<file path="config.mk">
export PLATFORM = sky130hd
export DESIGN_NAME = mem_port_initiator_flat
export DESIGN_NICKNAME = d
export VERILOG_FILES = /design/src/rtl/mem_port_if.sv /design/src/rtl/mem_port_initiator.sv /design/src/flat_wrapper.sv
export SDC_FILE = /design/constraint.sdc
export NUM_CORES = 1
export LEC_CHECK = 0
export ABC_AREA = 1
export BUFFER_PORTS_ARGS = -buffer_cell sky130_fd_sc_hd__buf_4
export CAP_MARGIN = 20
export CORE_MARGIN = 2
export CORE_UTILIZATION = 40
export DETAILED_ROUTE_END_ITERATION = 7
export HOLD_SLACK_MARGIN = 0.08
export SLEW_MARGIN = 20
export SYNTH_ARGS = -nofsm -noshare
export SYNTH_HDL_FRONTEND = slang
export SYNTH_SLANG_ARGS = --single-unit
</file>
<file path="constraint.sdc">
create_clock -name clk -period 2.25 [get_ports clk]
set_input_delay 0.45 -clock clk [delete_from_list [all_inputs] [get_ports clk]]
set_output_delay 0.45 -clock clk [all_outputs]
set_load 0.02 [all_outputs]
</file>
<file path="src/rtl/mem_port_if.sv">
// Bus between one requestor port agent and the round-robin memory controller.
// req is held from request until after the access; ack is the controller's registered grant.
interface mem_port_if #(
  parameter int ADDR_W = 8,
  parameter int DATA_W = 8
);
  logic              req;
  logic              ack;
  logic              valid;
  logic              rw;
  logic [ADDR_W-1:0] address;
  logic [DATA_W-1:0] wdata;
  logic [DATA_W-1:0] rdata;

  modport master (
    output req, valid, rw, address, wdata,
    input  ack, rdata
  );

  modport slave (
    input  req, valid, rw, address, wdata,
    output ack, rdata
  );
endinterface

</file>
<file path="src/rtl/mem_port_initiator.sv">
// Requestor-side agent for one controller port: command FIFO, req/ack/valid sequencer, response.
// Optional ack-wait timeout enabled by defining MEM_INIT_TIMEOUT_EN.
module mem_port_initiator #(
  parameter int ADDR_W  = 8,
  parameter int DATA_W  = 8,
  parameter int DEPTH   = 4,
  parameter int TMO_CYC = 16
) (
  input  logic              clk,
  input  logic              reset,
  // Command side: a command transfers on the rising edge where cmd_valid && cmd_ready;
  // cmd_valid may be asserted regardless of cmd_ready and fields must hold while it waits.
  input  logic              cmd_valid,
  output logic              cmd_ready,
  input  logic              cmd_rw,
  input  logic [ADDR_W-1:0] cmd_addr,
  input  logic [DATA_W-1:0] cmd_wdata,
  output logic              rsp_valid,
  output logic [DATA_W-1:0] rsp_rdata,
  output logic              rsp_err,
  output logic [1:0]        dbg_state,
  mem_port_if.master        bus
);

  localparam int PTR_W = (DEPTH > 1) ? $clog2(DEPTH) : 1;
  localparam int ENT_W = 1 + ADDR_W + DATA_W;

  if (DEPTH < 2 || (DEPTH & (DEPTH - 1)) != 0 || TMO_CYC < 1) begin : g_bad_param
    $error("mem_port_initiator: DEPTH must be a power of 2 >= 2 and TMO_CYC >= 1");
  end

  typedef enum logic [1:0] {
    IDLE    = 2'd0,
    REQ     = 2'd1,
    XFER    = 2'd2,
    RELEASE = 2'd3
  } state_t;

  state_t state, state_n;

  // FIFO: pointers carry an extra wrap bit so full and empty are distinguishable.
  logic [PTR_W:0]     wr_ptr, rd_ptr;
  logic [ENT_W-1:0]   fifo_mem [DEPTH];
  logic [ENT_W-1:0]   head;
  logic               empty, full, push, pop;

  assign empty     = (wr_ptr == rd_ptr);
  assign full      = (wr_ptr[PTR_W] != rd_ptr[PTR_W]) &&
                     (wr_ptr[PTR_W-1:0] == rd_ptr[PTR_W-1:0]);
  assign cmd_ready = !full;
  assign push      = cmd_valid && cmd_ready;
  assign head      = fifo_mem[rd_ptr[PTR_W-1:0]];

  always_ff @(posedge clk) begin
    if (push) fifo_mem[wr_ptr[PTR_W-1:0]] <= {cmd_rw, cmd_addr, cmd_wdata};
  end

  always_ff @(posedge clk or negedge reset) begin
    if (!reset) begin
      wr_ptr <= '0;
      rd_ptr <= '0;
    end else begin
      if (push) wr_ptr <= wr_ptr + 1'b1;
      if (pop)  rd_ptr <= rd_ptr + 1'b1;
    end
  end

  logic              req_q, req_n;
  logic              valid_q, valid_n;
  logic              rw_q, rw_n;
  logic [ADDR_W-1:0] addr_q, addr_n;
  logic [DATA_W-1:0] wdata_q, wdata_n;
  logic              rsp_valid_q, rsp_valid_n;
  logic [DATA_W-1:0] rsp_rdata_q, rsp_rdata_n;

`ifdef MEM_INIT_TIMEOUT_EN
  localparam int CNT_W = ($clog2(TMO_CYC + 1) > 5) ? $clog2(TMO_CYC + 1) : 5;
  localparam logic [CNT_W-1:0] TMO_LAST = CNT_W'(TMO_CYC - 1);
  logic [CNT_W-1:0] cnt_q, cnt_n;
  logic             rsp_err_q, rsp_err_n;
`endif

  always_comb begin
    state_n     = state;
    req_n       = req_q;
    valid_n     = valid_q;
    rw_n        = rw_q;
    addr_n      = addr_q;
    wdata_n     = wdata_q;
    rsp_valid_n = 1'b0;
    rsp_rdata_n = rsp_rdata_q;
    pop         = 1'b0;
`ifdef MEM_INIT_TIMEOUT_EN
    cnt_n       = cnt_q;
    rsp_err_n   = 1'b0;
`endif
    case (state)
      IDLE: begin
        if (!empty) begin
          state_n                 = REQ;
          req_n                   = 1'b1;
          {rw_n, addr_n, wdata_n} = head;
`ifdef MEM_INIT_TIMEOUT_EN
          cnt_n                   = '0;
`endif
        end
      end
      REQ: begin
        // req stays up until the access is done so the arbiter keeps this port locked.
        if (bus.ack) begin
          state_n = XFER;
          valid_n = 1'b1;
        end
`ifdef MEM_INIT_TIMEOUT_EN
        else if (cnt_q == TMO_LAST) begin
          state_n     = IDLE;
          req_n       = 1'b0;
          pop         = 1'b1;
          rsp_valid_n = 1'b1;
          rsp_err_n   = 1'b1;
          rsp_rdata_n = '0;
        end else begin
          cnt_n = cnt_q + 1'b1;
        end
`endif
      end
      XFER: begin
        state_n     = RELEASE;
        rsp_rdata_n = rw_q ? bus.rdata : '0;
        pop         = 1'b1;
        req_n       = 1'b0;
        valid_n     = 1'b0;
      end
      RELEASE: begin
        if (!bus.ack) begin
          state_n     = IDLE;
          rsp_valid_n = 1'b1;
        end
      end
      default: state_n = IDLE;
    endcase
  end

  always_ff @(posedge clk or negedge reset) begin
    if (!reset) begin
      state       <= IDLE;
      req_q       <= 1'b0;
      valid_q     <= 1'b0;
      rw_q        <= 1'b0;
      addr_q      <= '0;
      wdata_q     <= '0;
      rsp_valid_q <= 1'b0;
      rsp_rdata_q <= '0;
    end else begin
      state       <= state_n;
      req_q       <= req_n;
      valid_q     <= valid_n;
      rw_q        <= rw_n;
      addr_q      <= addr_n;
      wdata_q     <= wdata_n;
      rsp_valid_q <= rsp_valid_n;
      rsp_rdata_q <= rsp_rdata_n;
    end
  end

`ifdef MEM_INIT_TIMEOUT_EN
  always_ff @(posedge clk or negedge reset) begin
    if (!reset) begin
      cnt_q     <= '0;
      rsp_err_q <= 1'b0;
    end else begin
      cnt_q     <= cnt_n;
      rsp_err_q <= rsp_err_n;
    end
  end
  assign rsp_err = rsp_err_q;
`else
  assign rsp_err = 1'b0;
`endif

  assign bus.req     = req_q;
  assign bus.valid   = valid_q;
  assign bus.rw      = rw_q;
  assign bus.address = addr_q;
  assign bus.wdata   = wdata_q;
  assign rsp_valid   = rsp_valid_q;
  assign rsp_rdata   = rsp_rdata_q;
  assign dbg_state   = state;

endmodule

</file>
<file path="src/flat_wrapper.sv">
// flat-port wrapper written by rule: the top's interface ports become plain ports
module mem_port_initiator_flat 
#(
  parameter int ADDR_W  = 8,
  parameter int DATA_W  = 8,
  parameter int DEPTH   = 4,
  parameter int TMO_CYC = 16
)
  (clk, reset, cmd_valid, cmd_ready, cmd_rw, cmd_addr, cmd_wdata, rsp_valid, rsp_rdata, rsp_err, dbg_state, bus_req, bus_valid, bus_rw, bus_address, bus_wdata, bus_ack, bus_rdata);
  mem_port_if #(.ADDR_W(ADDR_W), .DATA_W(DATA_W)) bus_i ();
  input  logic clk;
  input  logic reset;
  input  logic cmd_valid;
  output logic cmd_ready;
  input  logic cmd_rw;
  input  logic [ADDR_W-1:0] cmd_addr;
  input  logic [DATA_W-1:0] cmd_wdata;
  output logic rsp_valid;
  output logic [DATA_W-1:0] rsp_rdata;
  output logic rsp_err;
  output logic [1:0] dbg_state;
  output wire logic [$bits(bus_i.req)-1:0] bus_req;
  output wire logic [$bits(bus_i.valid)-1:0] bus_valid;
  output wire logic [$bits(bus_i.rw)-1:0] bus_rw;
  output wire logic [$bits(bus_i.address)-1:0] bus_address;
  output wire logic [$bits(bus_i.wdata)-1:0] bus_wdata;
  input wire logic [$bits(bus_i.ack)-1:0] bus_ack;
  input wire logic [$bits(bus_i.rdata)-1:0] bus_rdata;
  assign bus_req = bus_i.req;
  assign bus_valid = bus_i.valid;
  assign bus_rw = bus_i.rw;
  assign bus_address = bus_i.address;
  assign bus_wdata = bus_i.wdata;
  assign bus_i.ack = bus_ack;
  assign bus_i.rdata = bus_rdata;
  mem_port_initiator #(.ADDR_W(ADDR_W), .DATA_W(DATA_W), .DEPTH(DEPTH), .TMO_CYC(TMO_CYC)) u_core (.clk(clk), .reset(reset), .cmd_valid(cmd_valid), .cmd_ready(cmd_ready), .cmd_rw(cmd_rw), .cmd_addr(cmd_addr), .cmd_wdata(cmd_wdata), .rsp_valid(rsp_valid), .rsp_rdata(rsp_rdata), .rsp_err(rsp_err), .dbg_state(dbg_state), .bus(bus_i));
endmodule
</file>
==> results.sh, run 1 <==
export IMPL_io_pins=61
export IMPL_cp_arrival_ps=1470
export IMPL_drc_errors=0
export IMPL_maxCapViolations=0
export IMPL_syn_to_final_growth_pct=19.02
export IMPL_hold_violations=0
export IMPL_drt_first_pass_iters=4
export IMPL_synth_top_area_share_pct=47.97
export IMPL_cts_resized=0
export IMPL_p_leak_nw=2.187
export IMPL_synth_seq_cells=104
export IMPL_outcome="finished clean"
export IMPL_synth_cell_types=26
export IMPL_synth_area_leaders="edfxtp_1 48%, dfrtp_1 21%, nand2_1 6.5%"
export IMPL_die_width_um=107.2
export IMPL_path_clk_slew_ps=100
export IMPL_cts_buffer_depth=2
export IMPL_p_per_area_nw_per_um2=1410
export IMPL_drv_slew=0
export IMPL_final_nets=478
export IMPL_antenna_cells=0
export IMPL_yosys_area_top_type="edfxtp_1"
export IMPL_pre_cts_slack_ps=496.1
export IMPL_finClkSkew_ps=12.20
export IMPL_setup_viol_count_final=0
export IMPL_final_area_um2=5066
export IMPL_synthCells=376
export IMPL_crit_path_end_kind="primary output"
export IMPL_root_buffer="clkbuf_8"
export IMPL_start_kind="flop"
export IMPL_place_gp_congestion=0.7577
export IMPL_routed_via_density=4.814
export IMPL_fillerInstances=906
export IMPL_die_height_um=107.2
export IMPL_ant_nets=0
export IMPL_rows=37
export IMPL_tritoncts="yes"
export IMPL_grt_usage_pct=15.17
export IMPL_place_port_buffers=59
export IMPL_cts_made_buffers=9
export IMPL_drt_wirelength_per_cell_um=14.36
export IMPL_hpwl_um=5360
export IMPL_min_path_type="in -> reg"
export IMPL_rsz0062_at_grt="false"
export IMPL_fmax_mhz=520.4
export IMPL_fin_crit_sh_pct=85.41
export IMPL_insertion_delay_ps=350
export IMPL_routed_wl_um=8326
export IMPL_antenna_found_initial=0
export IMPL_initial_core_util_pct=41.23
export IMPL_grt_pass1_wl_um=13370
export IMPL_ys_warn_count=0
export IMPL_layout_drive_gt1_share_pct=20.27
export IMPL_synth_fp_nets=415
export IMPL_layout_cells_most_common_list="74 x nand2_1, 68 x buf_4, 68 x edfxtp_1"
export IMPL_core_um2=10320
export IMPL_syn_area_per_cell_um2=11.32
export IMPL_layout_setup_ws_ps=328.3
export IMPL_finalSetupTns_ps=0
export IMPL_drt_iter0_drc=174
export IMPL_grt_max_degree=37
export IMPL_layout_commonest_cell="nand2_1"
export IMPL_total_power_mw=7.145
export IMPL_dr_total_vias=2792
export IMPL_dieArea_um2=11480
export IMPL_dpl_cell_area_um2=4848
export IMPL_crit_fanout=5
export IMPL_cts_num_sinks=104
export IMPL_cp_required_ps=1800
export IMPL_ir_worst_vdd_mv=0.4909
export IMPL_whs_ps=265.5
export IMPL_grt_pass1_vias=2688
export IMPL_yosysSeqAreaShare_pct=69.14
export IMPL_overflow=0
export IMPL_period_needed_ps=1922
export IMPL_syn_area_um2=4257
export IMPL_ff2ff_setup_slack_ps=480
export IMPL_worstSetupPathType="reg -> out"
export IMPL_htree_levels=3
[stage by stage]
| stage | cells | utilization [%] |
|---|---|---|
| after floorplan | 376 | - |
| after global placement | 563 | 46.96 |
| after detailed placement | 563 | 46.96 |
| after CTS | 580 | 49.07 |
| after global routing | 580 | 49.07 |
| final | 580 | 49.07 |
[power breakdown]
group	internal (mW)	switching [mW]
Combinational	1.08	1.92
Clock	0.581	0.606
Sequential	2.66	0.299
Total	4.32	2.83
[worst max-delay path, stage by stage (launching register included)]
cell and delay, ps:
dfrtp_1 440, inv_1 110, nand2_1 60, nand2_1 140, nand4_2 180, buf_4 200
[path summary, 6_finish.rpt]
check	startpoint	depth (start not counted)	end
max	u_core.wr_ptr[1]	5	cmd_ready
min	bus_ack	2	u_core.rsp_valid
max reg2reg	u_core.wr_ptr[1]	7	u_core.fifo_mem[2][14]
min reg2reg	u_core.rsp_rdata[7]	2	u_core.rsp_rdata[7]
max in group asynchronous	reset	2	u_core.bus.wdata[7]
min in group asynchronous	reset	2	u_core.bus.req
[registers in the layout, summed over array words and instances, names as in the netlist]
signal	flops
u_core.dbg_state	2
u_core.bus.rw	1
u_core.bus.req	1
u_core.fifo_mem	68
u_core.bus.address	8
u_core.bus.valid	1
u_core.rd_ptr	3
u_core.wr_ptr	3
u_core.rsp_valid	1
u_core.bus.wdata	8
u_core.rsp_rdata	8
[layout make-up]
type / instances / area (um^2) / area share [%]
flip-flops and latches: 104 / 2943 / 58.09
multi-input cells: 235 / 1150 / 22.70
repair buffers: 69 / 520.5 / 10.27
well taps: 136 / 170.2 / 3.359
clock buffers: 12 / 155.1 / 3.062
inverters: 20 / 75.07 / 1.482
clock inverters: 4 / 52.55 / 1.037
[cells in the mapped netlist (all sizes together)]
| master | count |
|---|---|
| nor2 | 57 |
| o22ai | 1 |
| nand2 | 75 |
| a21oi | 1 |
| clkbuf | 10 |
| conb | 1 |
| dfrtp | 36 |
| edfxtp | 68 |
| ha | 10 |
| xor2 | 3 |
| or2 | 1 |
| buf | 7 |
| o21ai | 52 |
| xnor2 | 1 |
| nand4 | 2 |
| inv | 19 |
| nand3 | 31 |
| clkinv | 1 |
[what timing repair did]
action | in CTS | in global routing
hold buffers | 1 | 0
buffers inserted | 0 | 0
endpoints found under the hold margin | 36 | 0
setup endpoints to repair | 0 | 0
[logic make-up after synthesis]
logic type	after synthesis	synth area share (%)
buffers and inverters	37	3.851
AND/OR/NAND/NOR	166	16.34
XOR/XNOR	4	1.264
adder cells (fa/ha/maj)	10	2.939
other	1	0.08810
flip-flops	104	69.14
AO/OA/AOI/OAI	54	6.379
[per-layer routing]
layer  track usage (%)  wire length, um  vias up
met5                 0                0        -
met4             5.751               89        0
met3             2.371              392        5
met2             25.23             3992       72
met1             20.04             3851     1328
li1                  -                -     1387
No activity file was read; power rests on OpenSTA's default activity.
==> run 2, diff against run 1 <==
CELL_PAD_IN_SITES_DETAIL_PLACEMENT = 1   (was unset)
CELL_PAD_IN_SITES_GLOBAL_PLACEMENT = 1   (was unset)
CTS_BUF_LIST = sky130_fd_sc_hd__clkbuf_16   (was unset)
PLACE_DENSITY_LB_ADDON = 0.1   (was unset)
==> run 2 against run 1 <==
Against the previous run:
- design area up 1.9%
- clock skew down 4.0 ps
- die area stayed put
- critical path depth is the same
- non-clock buffer count decreased by 1
- register-to-register slack worse by 40 ps
- first-iteration DRC count is 26% higher
- clock-buffer cell count decreased by 2
- utilization up 0.95 points
- critical path type unchanged
- critical endpoint unchanged
==> results.sh, run 2 (synthesis gave the netlist of run 1 again) <==
export IMPL_outcome="finished clean"
export IMPL_grtUsageMet1_pct=21.03
export IMPL_drc_errors=0
export IMPL_finClkSkew_ps=8.178
export IMPL_worstReg2RegEnd="u_core.fifo_mem[2][12]"
export IMPL_start_kind="flop"
export IMPL_antenna_found_initial=0
export IMPL_drt_iter0_drc=219
export IMPL_final_nets=477
export IMPL_post_cts_buffers=0
export IMPL_fmax_mhz=516.6
export IMPL_fin_crit_sh_pct=86.03
export IMPL_grt_max_degree=37
export IMPL_dieArea_um2=11480
export IMPL_cp_required_ps=1800
export IMPL_ant_nets=0
export IMPL_reg2regPathDepth=7
export IMPL_use_met2_pct=29.43
export IMPL_hpwl_um=5918
export IMPL_root_buffer="clkbuf_16"
export IMPL_cts_resized=0
export IMPL_drv_slew=0
export IMPL_cp_slowest_cell="dfrtp_1"
export IMPL_crit_fanout=5
export IMPL_p_per_area_nw_per_um2=1478
export IMPL_initial_core_util_pct=41.23
export IMPL_ff2ff_setup_slack_ps=440
export IMPL_ir_worst_vdd_mv=0.5490
export IMPL_dr_total_vias=2802
export IMPL_cp_arrival_ps=1490
export IMPL_hold_violations=0
export IMPL_core_um2=10320
export IMPL_tritoncts="yes"
export IMPL_rr_startpoint="u_core.wr_ptr[1]"
export IMPL_hold_buffers=1
export IMPL_grt_usage_pct=17.08
export IMPL_maxCapViolations=0
export IMPL_die_width_um=107.2
export IMPL_path_clk_slew_ps=70
export IMPL_insertion_delay_ps=350
export IMPL_htree_levels=3
export IMPL_grt_pass1_vias=2938
export IMPL_overflow=0
export IMPL_cts_buffer_depth=2
export IMPL_total_power_mw=7.630
export IMPL_use_met3_pct=3.647
export IMPL_rsz0062_at_grt="false"
export IMPL_routed_via_density=4.839
export IMPL_cpMostUsedCell="nand2_1"
export IMPL_hp_start="bus_ack"
export IMPL_final_area_um2=5164
export IMPL_drt_wirelength_per_cell_um=15.65
export IMPL_place_port_buffers=59
export IMPL_largest_reg_flops=68
export IMPL_p_leak_nw=2.235
export IMPL_fillerInstances=1145
export IMPL_rows=37
export IMPL_grt_pass1_wl_um=14760
export IMPL_routed_wl_um=9062
export IMPL_path_cells="inv_1 -> nand2_1 -> nand2_1 -> nand4_2 -> buf_4"
export IMPL_crit_path_end_kind="primary output"
export IMPL_setup_viol_count_final=0
export IMPL_min_delay_worst_endpoint="u_core.rsp_valid"
export IMPL_finalSetupTns_ps=0
export IMPL_dpl_cell_area_um2=4841
export IMPL_antenna_cells=0
export IMPL_place_gp_congestion=0.7508
export IMPL_die_height_um=107.2
export IMPL_worstSetupPathType="reg -> out"
export IMPL_cpPeakStageDelay_ps=420
export IMPL_min_path_type="in -> reg"
export IMPL_cts_made_buffers=9
export IMPL_io_pins=61
export IMPL_syn_to_final_growth_pct=21.31
export IMPL_busiest_layer="met2"
export IMPL_fin_util_pct=50.02
export IMPL_drt_first_pass_iters=4
export IMPL_period_needed_ps=1936
export IMPL_layout_commonest_cell="nand2_1"
export IMPL_layout_drive_gt1_share_pct=20.09
export IMPL_whs_ps=275.2
export IMPL_cts_num_sinks=104
export IMPL_layout_cells_most_common_list="74 x nand2_1, 68 x edfxtp_1, 67 x buf_4"
export IMPL_holdPathStages=2
==> run 2: cell types whose count changed in the layout (fill, tap and decap cells not counted) <==
cell	previous run	this run
buf_4	68	67
clkinv_4	1	0
inv_4	0	1
inv_6	1	2
clkbuf_1	1	0
clkbuf_16	0	10
inv_1	17	18
clkbuf_8	11	0
==> run 2: through the flow <==
stage          std cells  setup slack, ps
2_1_floorplan        376            81.91
3_3_place_gp         562            509.4
3_5_place_dp         562            445.3
4_1_cts              579            310.9
5_1_grt              579            216.5
6_report             579            314.4
==> run 2: how the worst max path moves through the flow <==
| stage | start | end | slack (ps) |
|---|---|---|---|
| global route | u_core.wr_ptr[1] | cmd_ready | 220 |
| CTS | u_core.wr_ptr[1] | cmd_ready | 310 |
| global placement | u_core.wr_ptr[1] | u_core.fifo_mem[1][8] | 510 |
| detailed placement | u_core.wr_ptr[1] | u_core.fifo_mem[1][10] | 450 |
| finish | u_core.wr_ptr[1] | cmd_ready | 310 |
| floorplan | u_core.rd_ptr[0] | u_core.fifo_mem[0][0] | 80 |
==> run 2: power by group <==
| part | internal [mW] | leakage [nW] | switching (mW) | total, mW |
|---|---|---|---|---|
| sequential | 2.66 | 1.07 | 0.316 | 2.98 |
| combinational | 1.07 | 1.00 | 1.95 | 3.02 |
| clock | 0.933 | 0.160 | 0.694 | 1.63 |
==> run 2: critical path, delay by kind of cell, from the launching register on <==
family	cells	cell delay (ps)
buf+inv	2	330
simple gates	3	380
flops	1	420
==> run 2: routing by layer <==
| layer | up-vias | routed length (um) |
|---|---|---|
| met1 | 1344 | 4065 |
| met2 | 59 | 4479 |
| li1 | 1387 | - |
| met3 | 12 | 384 |
| met5 | - | 0 |
| met4 | 0 | 133 |
==> run 2: area by class of cell <==
| class | count | area (um^2) | area share (%) |
|---|---|---|---|
| clock inverter | 6 | 62.56 | 1.212 |
| inverter | 20 | 75.07 | 1.454 |
| clock buffer | 10 | 250.2 | 4.846 |
| sequential | 104 | 2943 | 56.99 |
| timing repair buffer | 68 | 513.0 | 9.935 |
| tap | 136 | 170.2 | 3.295 |
| multi-input combinational | 235 | 1150 | 22.27 |
